==> src/rtl/lpif_rx_align_pkg.sv <==
// Shared types for the LPIF-over-AIB receive strobe aligner: FSM state encoding,
// debug-status field layout and small counter helpers.
package lpif_rx_align_pkg;

   typedef enum logic [1:0] {
      ST_IDLE   = 2'd0,
      ST_SEARCH = 2'd1,
      ST_CHECK  = 2'd2,
      ST_LOCKED = 2'd3
   } state_e;

   localparam int DBG_STATE_LSB  = 0;
   localparam int DBG_STATE_W    = 2;
   localparam int DBG_MISS_LSB   = 2;
   localparam int DBG_MISS_W     = 2;
   localparam int DBG_GOOD_LSB   = 4;
   localparam int DBG_GOOD_W     = 4;
   localparam int DBG_ERR_LSB    = 8;
   localparam int DBG_ERR_W      = 8;
   localparam int DBG_PERIOD_LSB = 16;
   localparam int DBG_PERIOD_W   = 8;

   function automatic logic [7:0] sat_inc8(input logic [7:0] v);
      return (v == 8'hFF) ? v : (v + 8'd1);
   endfunction

   // A programmed period of zero behaves as a strobe every cycle.
   function automatic logic [7:0] eff_period(input logic [7:0] p);
      return (p == 8'd0) ? 8'd1 : p;
   endfunction

endpackage

==> src/rtl/lpif_rx_stb_align.sv <==
// Receive strobe checker and alignment gate: locks onto the periodic strobe userbit,
// qualifies rx words while locked and counts strobe errors.
module lpif_rx_stb_align
   import lpif_rx_align_pkg::*;
#(
   parameter int WORD_W   = 80,
   parameter int STB_BIT  = 1,
   parameter int LOCK_CNT = 4,
   parameter int LOSS_CNT = 2
) (
   input  logic              clk_wr,
   input  logic              rst_wr,
   input  logic              rx_online,
   input  logic              m_gen2_mode,
   input  logic [7:0]        stb_period,
   input  logic [WORD_W-1:0] rx_phy,
   output logic [WORD_W-1:0] rx_data,
   output logic              rx_data_valid,
   output logic              rx_aligned,
   output logic [7:0]        rx_stb_err_cnt,
   output logic [31:0]       rx_debug_status
);

   localparam int         HALF_W   = WORD_W / 2;
   localparam logic [3:0] LOCK_TGT = 4'(LOCK_CNT);
   localparam logic [1:0] LOSS_TGT = 2'(LOSS_CNT);

   state_e            state_q, state_d;
   logic [7:0]        p_q, p_d;
   logic [7:0]        period_cnt_q, period_cnt_d;
   logic [3:0]        good_cnt_q, good_cnt_d;
   logic [1:0]        miss_cnt_q, miss_cnt_d;
   logic [7:0]        err_cnt_q, err_cnt_d;
   logic [WORD_W-1:0] rx_data_q, rx_data_d;
   logic              valid_q, valid_d;

   logic              s_s;
   logic              slot_s;
   logic              good_s;
   logic              bad_s;
   logic [31:0]       dbg_s;

   // Strobe event decode, lock FSM next state and counter updates.
   always_comb begin
      s_s    = rx_phy[STB_BIT];
      slot_s = (period_cnt_q == 8'd0);
      good_s = s_s & slot_s;
      bad_s  = s_s ^ slot_s;

      state_d      = state_q;
      p_d          = p_q;
      good_cnt_d   = good_cnt_q;
      miss_cnt_d   = miss_cnt_q;
      err_cnt_d    = err_cnt_q;
      // Free-running phase: reload at the slot, otherwise count down.
      period_cnt_d = slot_s ? (p_q - 8'd1) : (period_cnt_q - 8'd1);

      if (!rx_online) begin
         state_d      = ST_IDLE;
         good_cnt_d   = 4'd0;
         miss_cnt_d   = 2'd0;
         period_cnt_d = 8'd0;
      end else begin
         case (state_q)
            ST_IDLE: begin
               state_d      = ST_SEARCH;
               p_d          = eff_period(stb_period);
               good_cnt_d   = 4'd0;
               miss_cnt_d   = 2'd0;
               period_cnt_d = 8'd0;
            end
            ST_SEARCH: begin
               if (s_s) begin
                  state_d      = ST_CHECK;
                  good_cnt_d   = 4'd1;
                  period_cnt_d = p_q - 8'd1;
               end else begin
                  good_cnt_d = 4'd0;
               end
            end
            ST_CHECK: begin
               if (good_s) begin
                  good_cnt_d = good_cnt_q + 4'd1;
                  if ((good_cnt_q + 4'd1) == LOCK_TGT) begin
                     state_d    = ST_LOCKED;
                     miss_cnt_d = 2'd0;
                  end else begin
                     state_d = ST_CHECK;
                  end
               end else if (bad_s) begin
                  // An out-of-slot strobe here is consumed by the abort, not re-used.
                  state_d    = ST_SEARCH;
                  good_cnt_d = 4'd0;
               end else begin
                  state_d = ST_CHECK;
               end
            end
            ST_LOCKED: begin
               if (bad_s) begin
                  err_cnt_d = sat_inc8(err_cnt_q);
                  if ((miss_cnt_q + 2'd1) == LOSS_TGT) begin
                     state_d    = ST_SEARCH;
                     good_cnt_d = 4'd0;
                     miss_cnt_d = 2'd0;
                  end else begin
                     miss_cnt_d = miss_cnt_q + 2'd1;
                  end
               end else if (good_s) begin
                  miss_cnt_d = 2'd0;
               end else begin
                  miss_cnt_d = miss_cnt_q;
               end
            end
            default: begin
               state_d = ST_IDLE;
            end
         endcase
      end

      valid_d   = (state_q == ST_LOCKED) && rx_online;
      rx_data_d = m_gen2_mode ? rx_phy : {{(WORD_W - HALF_W){1'b0}}, rx_phy[HALF_W-1:0]};
   end

   // Debug status word assembled from the live registers.
   always_comb begin
      dbg_s = 32'h0000_0000;
      dbg_s[DBG_STATE_LSB  +: DBG_STATE_W]  = state_q;
      dbg_s[DBG_MISS_LSB   +: DBG_MISS_W]   = miss_cnt_q;
      dbg_s[DBG_GOOD_LSB   +: DBG_GOOD_W]   = good_cnt_q;
      dbg_s[DBG_ERR_LSB    +: DBG_ERR_W]    = err_cnt_q;
      dbg_s[DBG_PERIOD_LSB +: DBG_PERIOD_W] = period_cnt_q;
   end

   // State, counter and output registers.
   always_ff @(posedge clk_wr) begin
      if (rst_wr) begin
         state_q      <= ST_IDLE;
         p_q          <= 8'd1;
         period_cnt_q <= 8'd0;
         good_cnt_q   <= 4'd0;
         miss_cnt_q   <= 2'd0;
         err_cnt_q    <= 8'd0;
         rx_data_q    <= '0;
         valid_q      <= 1'b0;
      end else begin
         state_q      <= state_d;
         p_q          <= p_d;
         period_cnt_q <= period_cnt_d;
         good_cnt_q   <= good_cnt_d;
         miss_cnt_q   <= miss_cnt_d;
         err_cnt_q    <= err_cnt_d;
         rx_data_q    <= rx_data_d;
         valid_q      <= valid_d;
      end
   end

   assign rx_data         = rx_data_q;
   assign rx_data_valid   = valid_q;
   assign rx_aligned      = (state_q == ST_LOCKED);
   assign rx_stb_err_cnt  = err_cnt_q;
   assign rx_debug_status = dbg_s;

endmodule

==> config.mk <==
export PLATFORM = sky130hd
export DESIGN_NAME = lpif_rx_stb_align
export DESIGN_NICKNAME = d
export VERILOG_FILES = /design/src/rtl/lpif_rx_align_pkg.sv /design/src/rtl/lpif_rx_stb_align.sv
export SDC_FILE = /design/constraint.sdc
export NUM_CORES = 1
export LEC_CHECK = 0
export CAP_MARGIN = 20
export CORE_ASPECT_RATIO = 1.2
export CORE_UTILIZATION = 40
export CTS_BUF_LIST = sky130_fd_sc_hd__clkbuf_2
export CTS_CLUSTER_SIZE = 24
export DETAILED_ROUTE_END_ITERATION = 6
export GPL_ROUTABILITY_DRIVEN = 1
export PLACE_DENSITY = 0.83
export SLEW_MARGIN = 20
export SYNTH_ARGS = -nofsm -noshare
export SYNTH_HDL_FRONTEND = slang
export SYNTH_SLANG_ARGS = --single-unit
export TNS_END_PERCENT = 20
==> constraint.sdc <==
create_clock -name clk_wr -period 6.4 [get_ports clk_wr]
set_input_delay 0.96 -clock clk_wr [delete_from_list [all_inputs] [get_ports clk_wr]]
set_output_delay 0.96 -clock clk_wr [all_outputs]
set_load 0.02 [all_outputs]
==> metrics.yaml, run 1 <==
run_status:
  status: "completed"
die:
  fp.dieH_um: 114
  dieArea_um2: 10800
  io_pins: 214
  initial_utilization: 0.414
  rows: 40
  die-width_um: 95.1
  core-area_um2: 10100
min_path:
  worstHoldPathCells: 2
  holdPathEnd: "miss_cnt_q[1]$_SDFFE_PP0P_"
  hp-class: "reg -> reg"
  min_from: "miss_cnt_q[1]$_SDFFE_PP0P_"
cts:
  clkLatencyLatePin_ns: 0.63
  clk_pin_slew_ns: 0.17
  cts_tree: "done"
  cts.path.max_buffers: 2
  cts_root_buf: "clkbuf_2"
  postCtsSetupBuffers: 0
  cts_resized: 0
  holdBufCountCts: 0
  cts_buffers: 17
  cts_max_level: 4
  clock-sinks: 113
synth:
  syn_area_um2: 4160
  syn_inst: 410
  synth_enable_flop_cells: 0
  syn_avg_cell_area_um2: 10.2
  synth_top_area_frac: 0.543
  yosys_warnings: 0
  synth.area.top_cells: "dfxtp_1, nor2b_1, and2_1"
  synth.yosys.seq_area_share: 0.543
  synth_cell_types: 52
  synth.most_common_cell: "dfxtp_1"
  synth_common_cells: "dfxtp_1, nor2b_1, and2_1"
  ys_ff_latch: 113
  synthArstFlopShare: 0
  synth_ff_type: "dfxtp_1"
  synth_top_area_cell: "dfxtp_1"
setup_path:
  path_max_fanout: 8
  critPathKind: "reg -> out"
  r2r-end: "rx_stb_err_cnt[4]$_SDFFE_PP0P_"
  cp_data_required_time_ns: 5.44
  end_kind: "output port"
  startpoint_type: "register"
  rrSetupSlack_ns: 3.72
  arrival_ns: 2.06
  ff2ff_path_depth: 8
  reg2reg_from: "period_cnt_q[4]$_SDFF_PP0_"
timing:
  slew_headroom: 0.509
  fin_setup_tns_ns: 0
  max_freq_ghz: 0.331
  report.final.slew_viol_count: 0
  hold_viol: 0
  period_needed_ns: 3.02
  finClkSkew_ns: 0.0179
  setup_violations: 0
  rsz0062_at_grt: "false"
  worst_slew_pin_slew_ns: 0.736
  fin_crit_sh: 0.472
drt:
  antenna_left: 0
  routedWlPerCell_um: 14.6
  vias_per_cell: 4.77
  first_pass_iters: 4
  vias: 3576
  wl_um: 11000
  drtIter0Drc: 81
  post-route-drc-count: 0
global_route:
  grt_pass1_vias: 3507
  grt_max_degree: 41
  grt.overflow.total: 0
  track_usage: 0.209
  antenna_found_initial: 1
  grt_pass1_wl_um: 16700
layout:
  syn2layout_area_growth_pct: 56.2
  nNetsFinal: 715
  drive_gt1_frac: 0.0673
  diodes: 0
power_and_ir_drop:
  ir_drop_uv: 170
  p_leak_nw: 2.53
  p_total_mw: 1.55
  power.density_nw_per_um2: 238
job:
  maxCapViolations: 0
placed_design:
  gp_congestion: 0.823
  portBuffers: 205
  post-dp-hpwl_um: 8480
==> worst max-delay path, stage by stage, from the launching register on <==
cell and delay, ns:
dfxtp_1 0.46, ha_1 0.34, clkdlybuf4s50_1 0.65
==> state kept, by name, indices dropped and copies added (netlist names) <==
name	count
state_q	2
rx_data	80
good_cnt_q	4
rx_stb_err_cnt	8
rx_data_valid	1
miss_cnt_q	2
period_cnt_q	8
p_q	8
==> logic make-up after synthesis <==
kind of cell,Yosys count,synth area share
DFF,113,0.543
xor gates and xnor gates,15,0.0315
AOI/OAI and AO/OA,54,0.0923
adders and majority gates,12,0.0361
muxes,3,0.00721
buffers and inverters,43,0.0553
other,1,0.000901
and+or+nand+nor,169,0.233
==> per-layer routing <==
layer,share of wire,GRT usage,vias to the layer above
met1,0.36,0.207,1651
li1,-,-,1760
met5,0.0011,0,-
met3,0.11,0.119,19
met4,0.023,0.0899,2
met2,0.51,0.350,144
==> worst max path at each step <==
stage / from / to
floorplan: period_cnt_q[0]$_SDFF_PP0_ / rx_stb_err_cnt[4]$_SDFFE_PP0P_
global placement: rst_wr / miss_cnt_q[0]$_SDFFE_PP0P_
detailed placement: rx_phy[1] / rx_stb_err_cnt[4]$_SDFFE_PP0P_
CTS: state_q[0]$_SDFFE_PP0P_ / rx_aligned
global route: state_q[0]$_SDFFE_PP0P_ / rx_aligned
finish: state_q[1]$_SDFFE_PP0P_ / rx_aligned
==> report_power, final <==
group / switching (mW) / internal (mW) / total [mW] / leakage (nW)
Clock: 0.275 / 0.261 / 0.536 / 0.165
Combinational: 0.122 / 0.140 / 0.262 / 1.43
Sequential: 0.0160 / 0.735 / 0.750 / 0.930
Total: 0.413 / 1.14 / 1.55 / 2.53
==> stage by stage <==
| step | hold slack [ns] | worst slack (ns) | utilization | cell area (um^2) | cells |
|---|---|---|---|---|---|
| after global placement | 0.461 | 3.29 | 0.618 | 6220 | 718 |
| final | 0.479 | 3.38 | 0.647 | 6500 | 750 |
| after detailed placement | 0.463 | 3.24 | 0.618 | 6220 | 718 |
| after CTS | 0.483 | 3.30 | 0.646 | 6500 | 750 |
| after floorplan | 0.449 | 3.99 | - | 4190 | 417 |
| after global routing | 0.496 | 3.18 | 0.647 | 6500 | 750 |
==> cell usage in the layout, fill, tap and decap left out, drive strengths merged, types with 4 or more instances in the layout <==
cell and n:
nand2 18, clkbuf 19, nand3 15, o21ai 8, inv 14, nand2b 4
nor2b 44, ha 12, xor2 5, o31a 4, nor4 6, a22oi 6
bufinv 4, conb 8, and2 41, nor3 5, dfxtp 113, nor2 18
a21oi 20, xnor2 10, clkinv 5, clkdlybuf4s50 204
==> final cells by class <==
class / instances / area (um^2)
sequential: 113 / 2260
timing repair buffer: 206 / 2050
fill: 798 / 3550
multi-input combinational: 261 / 1710
clock inverter: 13 / 185
clock buffer: 19 / 95.1
inverter: 12 / 45.0
tap: 126 / 158
Note: power is estimated with default switching activity, not from simulation.
==> run 2: changes to the inputs <==
--- a/config.mk
+++ b/config.mk
@@ -7,12 +7,12 @@
 export LEC_CHECK = 0
 export CAP_MARGIN = 20
 export CORE_ASPECT_RATIO = 1.2
-export CORE_UTILIZATION = 40
+export CORE_UTILIZATION = 37
 export CTS_BUF_LIST = sky130_fd_sc_hd__clkbuf_2
 export CTS_CLUSTER_SIZE = 24
 export DETAILED_ROUTE_END_ITERATION = 6
 export GPL_ROUTABILITY_DRIVEN = 1
-export PLACE_DENSITY = 0.83
+export PLACE_DENSITY = 0.8
 export SLEW_MARGIN = 20
 export SYNTH_ARGS = -nofsm -noshare
 export SYNTH_HDL_FRONTEND = slang
==> constraint.sdc (replaced) <==
create_clock -name clk_wr -period 2.6 [get_ports clk_wr]
set_input_delay 0.39 -clock clk_wr [delete_from_list [all_inputs] [get_ports clk_wr]]
set_output_delay 0.39 -clock clk_wr [all_outputs]
set_load 0.02 [all_outputs]
==> metrics.yaml, run 2 (synthesis results as in run 1) <==
layout:
  final_cell_mix: "clkdlybuf4s50_1, dfxtp_1, nor2b_1"
  multi_input_area_um2: 1750  # +2.5%
  drive_gt1_frac: 0.0781  # +0.0108
  fillerInstances: 902  # +13%
  diodes: 0  # unchanged
  largest_register_ffs: 80  # unchanged
  nNetsFinal: 720  # +0.70%
  layout_commonest_cell: "clkdlybuf4s50_1"
  seq_area_um2: 2260  # unchanged
  syn2layout_area_growth_pct: 56.6
  postLayoutCoreUtil: 0.594  # -0.0528
die:
  die-width_um: 98.8  # +3.9%
  initial_utilization: 0.379  # -0.0348
  rows: 42  # +5.0%
  io_pins: 214  # unchanged
  fp.dieH_um: 118  # +3.9%
  dieArea_um2: 11700  # +7.9%
  core-area_um2: 11000  # +9.2%
global_route:
  grt_pass1_vias: 3549  # +1.2%
  antenna_found_initial: 0  # -1
  grt_pass1_wl_um: 17300  # +3.6%
  grt_max_degree: 41  # unchanged
  track_usage: 0.194  # -0.0148
  grt.overflow.total: 0  # unchanged
drt:
  vias_per_cell: 4.78  # +0.20%
  post-route-drc-count: 0  # unchanged
  routedWlPerCell_um: 15.0  # +2.7%
  vias: 3626  # +1.4%
  first_pass_iters: 4  # unchanged
  wl_um: 11400  # +3.9%
  antenna_left: 0  # unchanged
  drtIter0Drc: 101  # +25%
placed_design:
  portBuffers: 205  # unchanged
  place_ws_ns: -0.0227  # -3.26 ns
  gp_congestion: 0.790  # -4.1%
  post-dp-hpwl_um: 8620  # +1.7%
setup_path:
  critPathKind: "reg -> reg"
  path_max_fanout: 8  # unchanged
  end_kind: "register"
  ff2ff_path_depth: 10  # +2
  cp-startpoint: "period_cnt_q[0]$_SDFF_PP0_"
  cp_data_required_time_ns: 3.11  # -2.33 ns
  reg2reg_from: "period_cnt_q[0]$_SDFF_PP0_"
  crit_path_end: "rx_stb_err_cnt[5]$_SDFFE_PP0P_"
  rrSetupSlack_ns: 0.16  # -3.56 ns
  startpoint_type: "register"
  arrival_ns: 2.95  # +0.89 ns
  r2r-end: "rx_stb_err_cnt[5]$_SDFFE_PP0P_"
timing:
  setup_violations: 0  # unchanged
  fin_crit_sh: 0.939
  slew_headroom: 0.571  # +0.0624
  worst_slew_pin_slew_ns: 0.642  # -0.0949 ns
  whs_ns: 0.258  # -0.221 ns
  max_freq_ghz: 0.410
  rsz0062_at_grt: "true"
  period_needed_ns: 2.44
  fin_setup_tns_ns: 0  # unchanged
  hold_viol: 0  # unchanged
  finClkSkew_ns: 0.0236  # +0.00563 ns
  report.final.slew_viol_count: 0  # unchanged
  setup_ws_ns: 0.158  # -3.22 ns
cts:
  clk_pin_slew_ns: 0.17  # about the same
  cts.path.max_buffers: 2  # unchanged
  cts_buffers: 17  # unchanged
  postCtsSetupBuffers: 0  # unchanged
  cts_max_level: 4  # unchanged
  cts_tree: "done"
  clock-sinks: 113  # unchanged
  cts_root_buf: "clkbuf_2"
  clkLatencyLatePin_ns: 0.61  # -0.02 ns
power_and_ir_drop:
  ir_drop_uv: 357  # +110%
  power.density_nw_per_um2: 548  # +130%
  p_leak_nw: 2.52  # -0.41%
  p_total_mw: 3.57  # +130%
job:
  maxCapViolations: 0  # unchanged
min_path:
  hp-class: "in -> reg"
  worstHoldPathCells: 3  # +1
run_status:
  status: "completed"
## run 2: cell type report
cell class,instances,area share
repair buffers,211,0.321
flip-flops and latches,113,0.347
well taps,132,0.0253
multi-input cells,261,0.268
inverters,12,0.00691
clock inverters,12,0.0184
clock buffers,18,0.0138
## run 2: per-stage QoR
stage	std cells	area [um^2]
detailed placement	729	6260
floorplan	417	4190
global placement	729	6260
finish	759	6520
CTS	759	6480
global route	759	6520
## run 2: power by group
group          total [mW]  internal (mW)  switching (mW)
Combinational       0.665          0.355           0.310
Sequential           1.85           1.81          0.0394
Clock                1.06          0.422           0.638
## run 2: worst min-delay path by stage
stage / start / end / slack, ns
after global placement: miss_cnt_q[1]$_SDFFE_PP0P_ / miss_cnt_q[1]$_SDFFE_PP0P_ / 0.45
after detailed placement: miss_cnt_q[1]$_SDFFE_PP0P_ / miss_cnt_q[1]$_SDFFE_PP0P_ / 0.46
after floorplan: p_q[7]$_SDFFE_PP0P_ / p_q[7]$_SDFFE_PP0P_ / 0.45
after CTS: rst_wr / rx_data[19]$_SDFF_PP0_ / 0.18
final: rst_wr / rx_data[58]$_SDFF_PP0_ / 0.26
after global routing: rst_wr / rx_data[41]$_SDFF_PP0_ / 0.19
## run 2: what timing repair did
item                                    CTS  global route
resized for setup                         2             7
endpoints found under the setup margin    2            10
hold buffers                              0             0
## run 2: worst max-delay path, stage by stage, from the launching register on
cell and delay, ns:
dfxtp_1 0.40, inv_1 0.09, ha_1 0.22, nor3b_2 0.17
nand2_1 0.12, inv_1 0.05, ha_1 0.39, nand3_2 0.24
a2111oi_2 0.43, xnor2_1 0.17, nor2_1 0.06
## run 2: layer usage
metal | share of wire | global-route usage
met1 | 0.36 | 0.184
met2 | 0.53 | 0.352
met3 | 0.096 | 0.0988
met4 | 0.013 | 0.0700
met5 | 0 | 0
==> variant (config.mk and constraints of run 2) <==
Add an input register stage for `rx_online`, `m_gen2_mode`, `stb_period` and `rx_phy`, with the module's reset; this delays them by one clock.
--- a/src/rtl/lpif_rx_stb_align.sv
+++ b/src/rtl/lpif_rx_stb_align.sv
@@ -26,4 +26,23 @@
    localparam logic [1:0] LOSS_TGT = 2'(LOSS_CNT);
 
+   logic rx_online_q;
+   logic m_gen2_mode_q;
+   logic [7:0] stb_period_q;
+   logic [WORD_W-1:0] rx_phy_q;
+
+   always_ff @(posedge clk_wr) begin
+      if (rst_wr) begin
+         rx_online_q   <= '0;
+         m_gen2_mode_q <= '0;
+         stb_period_q  <= '0;
+         rx_phy_q      <= '0;
+      end else begin
+         rx_online_q   <= rx_online;
+         m_gen2_mode_q <= m_gen2_mode;
+         stb_period_q  <= stb_period;
+         rx_phy_q      <= rx_phy;
+      end
+   end
+
    state_e            state_q, state_d;
    logic [7:0]        p_q, p_d;
@@ -43,5 +62,5 @@
    // Strobe event decode, lock FSM next state and counter updates.
    always_comb begin
-      s_s    = rx_phy[STB_BIT];
+      s_s    = rx_phy_q[STB_BIT];
       slot_s = (period_cnt_q == 8'd0);
       good_s = s_s & slot_s;
@@ -56,5 +75,5 @@
       period_cnt_d = slot_s ? (p_q - 8'd1) : (period_cnt_q - 8'd1);
 
-      if (!rx_online) begin
+      if (!rx_online_q) begin
          state_d      = ST_IDLE;
          good_cnt_d   = 4'd0;
@@ -65,5 +84,5 @@
             ST_IDLE: begin
                state_d      = ST_SEARCH;
-               p_d          = eff_period(stb_period);
+               p_d          = eff_period(stb_period_q);
                good_cnt_d   = 4'd0;
                miss_cnt_d   = 2'd0;
@@ -118,6 +137,6 @@
       end
 
-      valid_d   = (state_q == ST_LOCKED) && rx_online;
-      rx_data_d = m_gen2_mode ? rx_phy : {{(WORD_W - HALF_W){1'b0}}, rx_phy[HALF_W-1:0]};
+      valid_d   = (state_q == ST_LOCKED) && rx_online_q;
+      rx_data_d = m_gen2_mode_q ? rx_phy_q : {{(WORD_W - HALF_W){1'b0}}, rx_phy_q[HALF_W-1:0]};
    end
 
Formal check against the unedited RTL: not equivalent (a bounded check fails within 4 cycles, from zero or initial values and one cycle with rst_wr high).
==> variant against run 2 <==
Hold slack lost 0.069 ns; first-iteration DRC count increased by 100%; fmax is 2.4% higher; total power increased by 57%; die area is 57% higher; sequential cell count is 90 higher; wire length is 23% higher; synthesized area up 58%; via count rose by 35%; design area up 41%; critical path depth unchanged; global-route usage fell by 4.1 points; worst setup slack better by 0.057 ns; critical endpoint is now rx_stb_err_cnt[6]$_SDFFE_PP0P_.
==> variant: results (changes against run 2) <==
| Metric | Value |
|---|---|
| H-Tree Depth | 2 (-2) |
| Worst Path Max Fanout | 6 (-2) |
| Clock slew seen by the registers of the worst setup and hold paths | 0.10 ns (-0.07 ns) |
| Placed insts | 1005 (+38%) |
| Worst R2R End | rx_stb_err_cnt[6]$_SDFFE_PP0P_ |
| Reg-to-reg slack, setup | 0.22 ns (+0.06 ns) |
| Pin count of the biggest net entering global routing | 80 (+95%) |
| Detailed Route WL | 14080 microns (+23%) |
| Root Buffer | clkbuf_2 |
| Setup violations, final | 0 (unchanged) |
| Area contributors post-synth | dfxtp_1 62%, nor2b_1 13%, and2_1 3.9% |
| Synth Area per Inst | 10.81 sq um (+6.4%) |
| Synth top cells by count | 203 x dfxtp_1, 133 x nor2b_1, 41 x and2_1, 25 x a21oi_1, 24 x clkbuf_1 |
| Synth Warn # | 0 (unchanged) |
| Gpl congestion | 0.8653 (+9.6%) |
| Buffers added on ports | 205 (unchanged) |
| R2R depth | 10 (unchanged) |
| Async set-reset flop share out of synthesis | 0 (unchanged) |
| Net Sw Frac | 0.2471 (-0.02939) |
| Slew headroom | 0.4807 (-0.09076) |
| Worst Skew | 0.05010 ns (+0.02652 ns) |
| Finished Layout Cells | 1090 (+44%) |
| DRT Pass-1 Iters | 5 (+1) |
| Inserted Clock Buffers | 49 (+32) |
| Vias per cell | 4.491 (-6.0%) |
| Initial antenna violation count | 0 (unchanged) |
| Prevailing post-synth register cell | dfxtp_1 |
| CTS max path bufs | 3 (+1) |
| Delay of the slowest cell on the worst path | 0.41 ns (-0.02 ns) |
| Worst skew pair latency | 0.74 ns (+0.13 ns) |
| DP HPWL | 9936 microns (+15%) |
| Hold/Removal Path Class | input port to register |
| Peak supply drop | 357.2 uV (+0.11%) |
| Slowest CP cell | dfxtp_1 |
| Seq/Total Area, Yosys | 0.6175 (+0.07422) |
| Crit path capture | rx_stb_err_cnt[6]$_SDFFE_PP0P_ |
| Post-CTS Repair Setup Buffers | 0 (unchanged) |
| Vias in the first global route | 4664 (+31%) |
| N_diodes | 0 (unchanged) |
| NumNets Final | 941 (+31%) |
| First-pass GRT wire length | 21780 microns (+26%) |
| Worst r2r src | period_cnt_q[0]$_SDFF_PP0_ |
| Fillers | 1561 (+73%) |
| Layout cells sized above 1 | 0.1069 (+0.02875) |
| WS Path Type | register to register |
| Leakage | 3.633 nW (+44%) |
| Synth unique cells | 51 (-1.9%) |
| Status | finished clean |
| DRT iter0 DRCs | 205 (+100%) |
| Gr usage total | 0.1525 (-0.04125) |
==> variant: cells by family after synthesis <==
group                      synth area share
adders and majority gates           0.02281
AOI/OAI and AO/OA                   0.06787
xor gates and xnor gates            0.01331
DFF                                  0.6175
muxes                              0.006274
and+or+nand+nor                      0.2297
other                             0.0005698
buffers and inverters               0.04201
==> variant: cell type report <==
class                           count  share of cell area
Tap cell                          220             0.02986
Inverter                           15            0.006108
Multi-Input combinational cell    356              0.2498
Clock inverter                     11            0.005158
Sequential cell                   203              0.4409
Clock buffer                       73             0.03964
Timing Repair Buffer              212              0.2286
==> variant: worst max-delay path: cells and delay by family, from the launching register on <==
family,cells,cell delay (ns)
adders and majority gates,2,0.59
AOI/OAI and AO/OA,1,0.15
buffers and inverters,3,0.33
DFF,1,0.41
and+or+nand+nor,4,0.82
==> variant: how the worst min path moves through the flow <==
stage                       startpoint                      end  slack (ns)  cells past startpoint
2_1_floorplan  rx_phy_q[40]$_SDFF_PP0_   rx_data[40]$_SDFF_PP0_        0.41                      1
3_3_place_gp   rx_phy_q[45]$_SDFF_PP0_   rx_data[45]$_SDFF_PP0_        0.41                      1
3_5_place_dp   rx_phy_q[61]$_SDFF_PP0_   rx_data[61]$_SDFF_PP0_        0.41                      1
4_1_cts                     rx_phy[10]  rx_phy_q[10]$_SDFF_PP0_        0.08                      2
5_1_grt                      rx_phy[7]   rx_phy_q[7]$_SDFF_PP0_        0.07                      2
6_report                    rx_phy[51]  rx_phy_q[51]$_SDFF_PP0_        0.19                      2
==> variant: through the flow <==
stage	power, mW	area, sq um	setup WS (ns)	hold slack, ns
global placement	3.776	8760	0.2056	0.4066
CTS	5.725	9185	0.05848	0.08001
detailed placement	3.787	8760	0.1023	0.4097
global route	5.945	9218	0.009471	0.07155
finish	5.616	9218	0.2154	0.1892
floorplan	3.546	6608	0.2133	0.4057
==> variant: timing repair <==
item / 4_1_cts / 5_1_grt
setup endpoints to repair: 1 / 12
resized for setup: 1 / 8
hold buffers: 1 / 0
endpoints found under the hold margin: 5 / 0
==> variant: layer usage <==
metal | share of wire | wire, microns | vias to the layer above | global-route usage
met1 | 0.36 | 5058 | 2212 | 0.1466
met2 | 0.51 | 7167 | 200 | 0.2675
li1 | - | - | 2445 | -
met4 | 0.033 | 460 | 0 | 0.07530
met5 | 0 | 0 | - | 0
met3 | 0.099 | 1389 | 38 | 0.07285
==> variant: power by group through the flow <==
stage               clock network (mW)  logic (mW)  registers, mW
finish                            1.90       0.459           3.25
global route                      2.18       0.498           3.27
CTS                               2.01       0.464           3.26
detailed placement                   0       0.460           3.33
global placement                     0       0.454           3.32
floorplan                            0       0.181           3.37
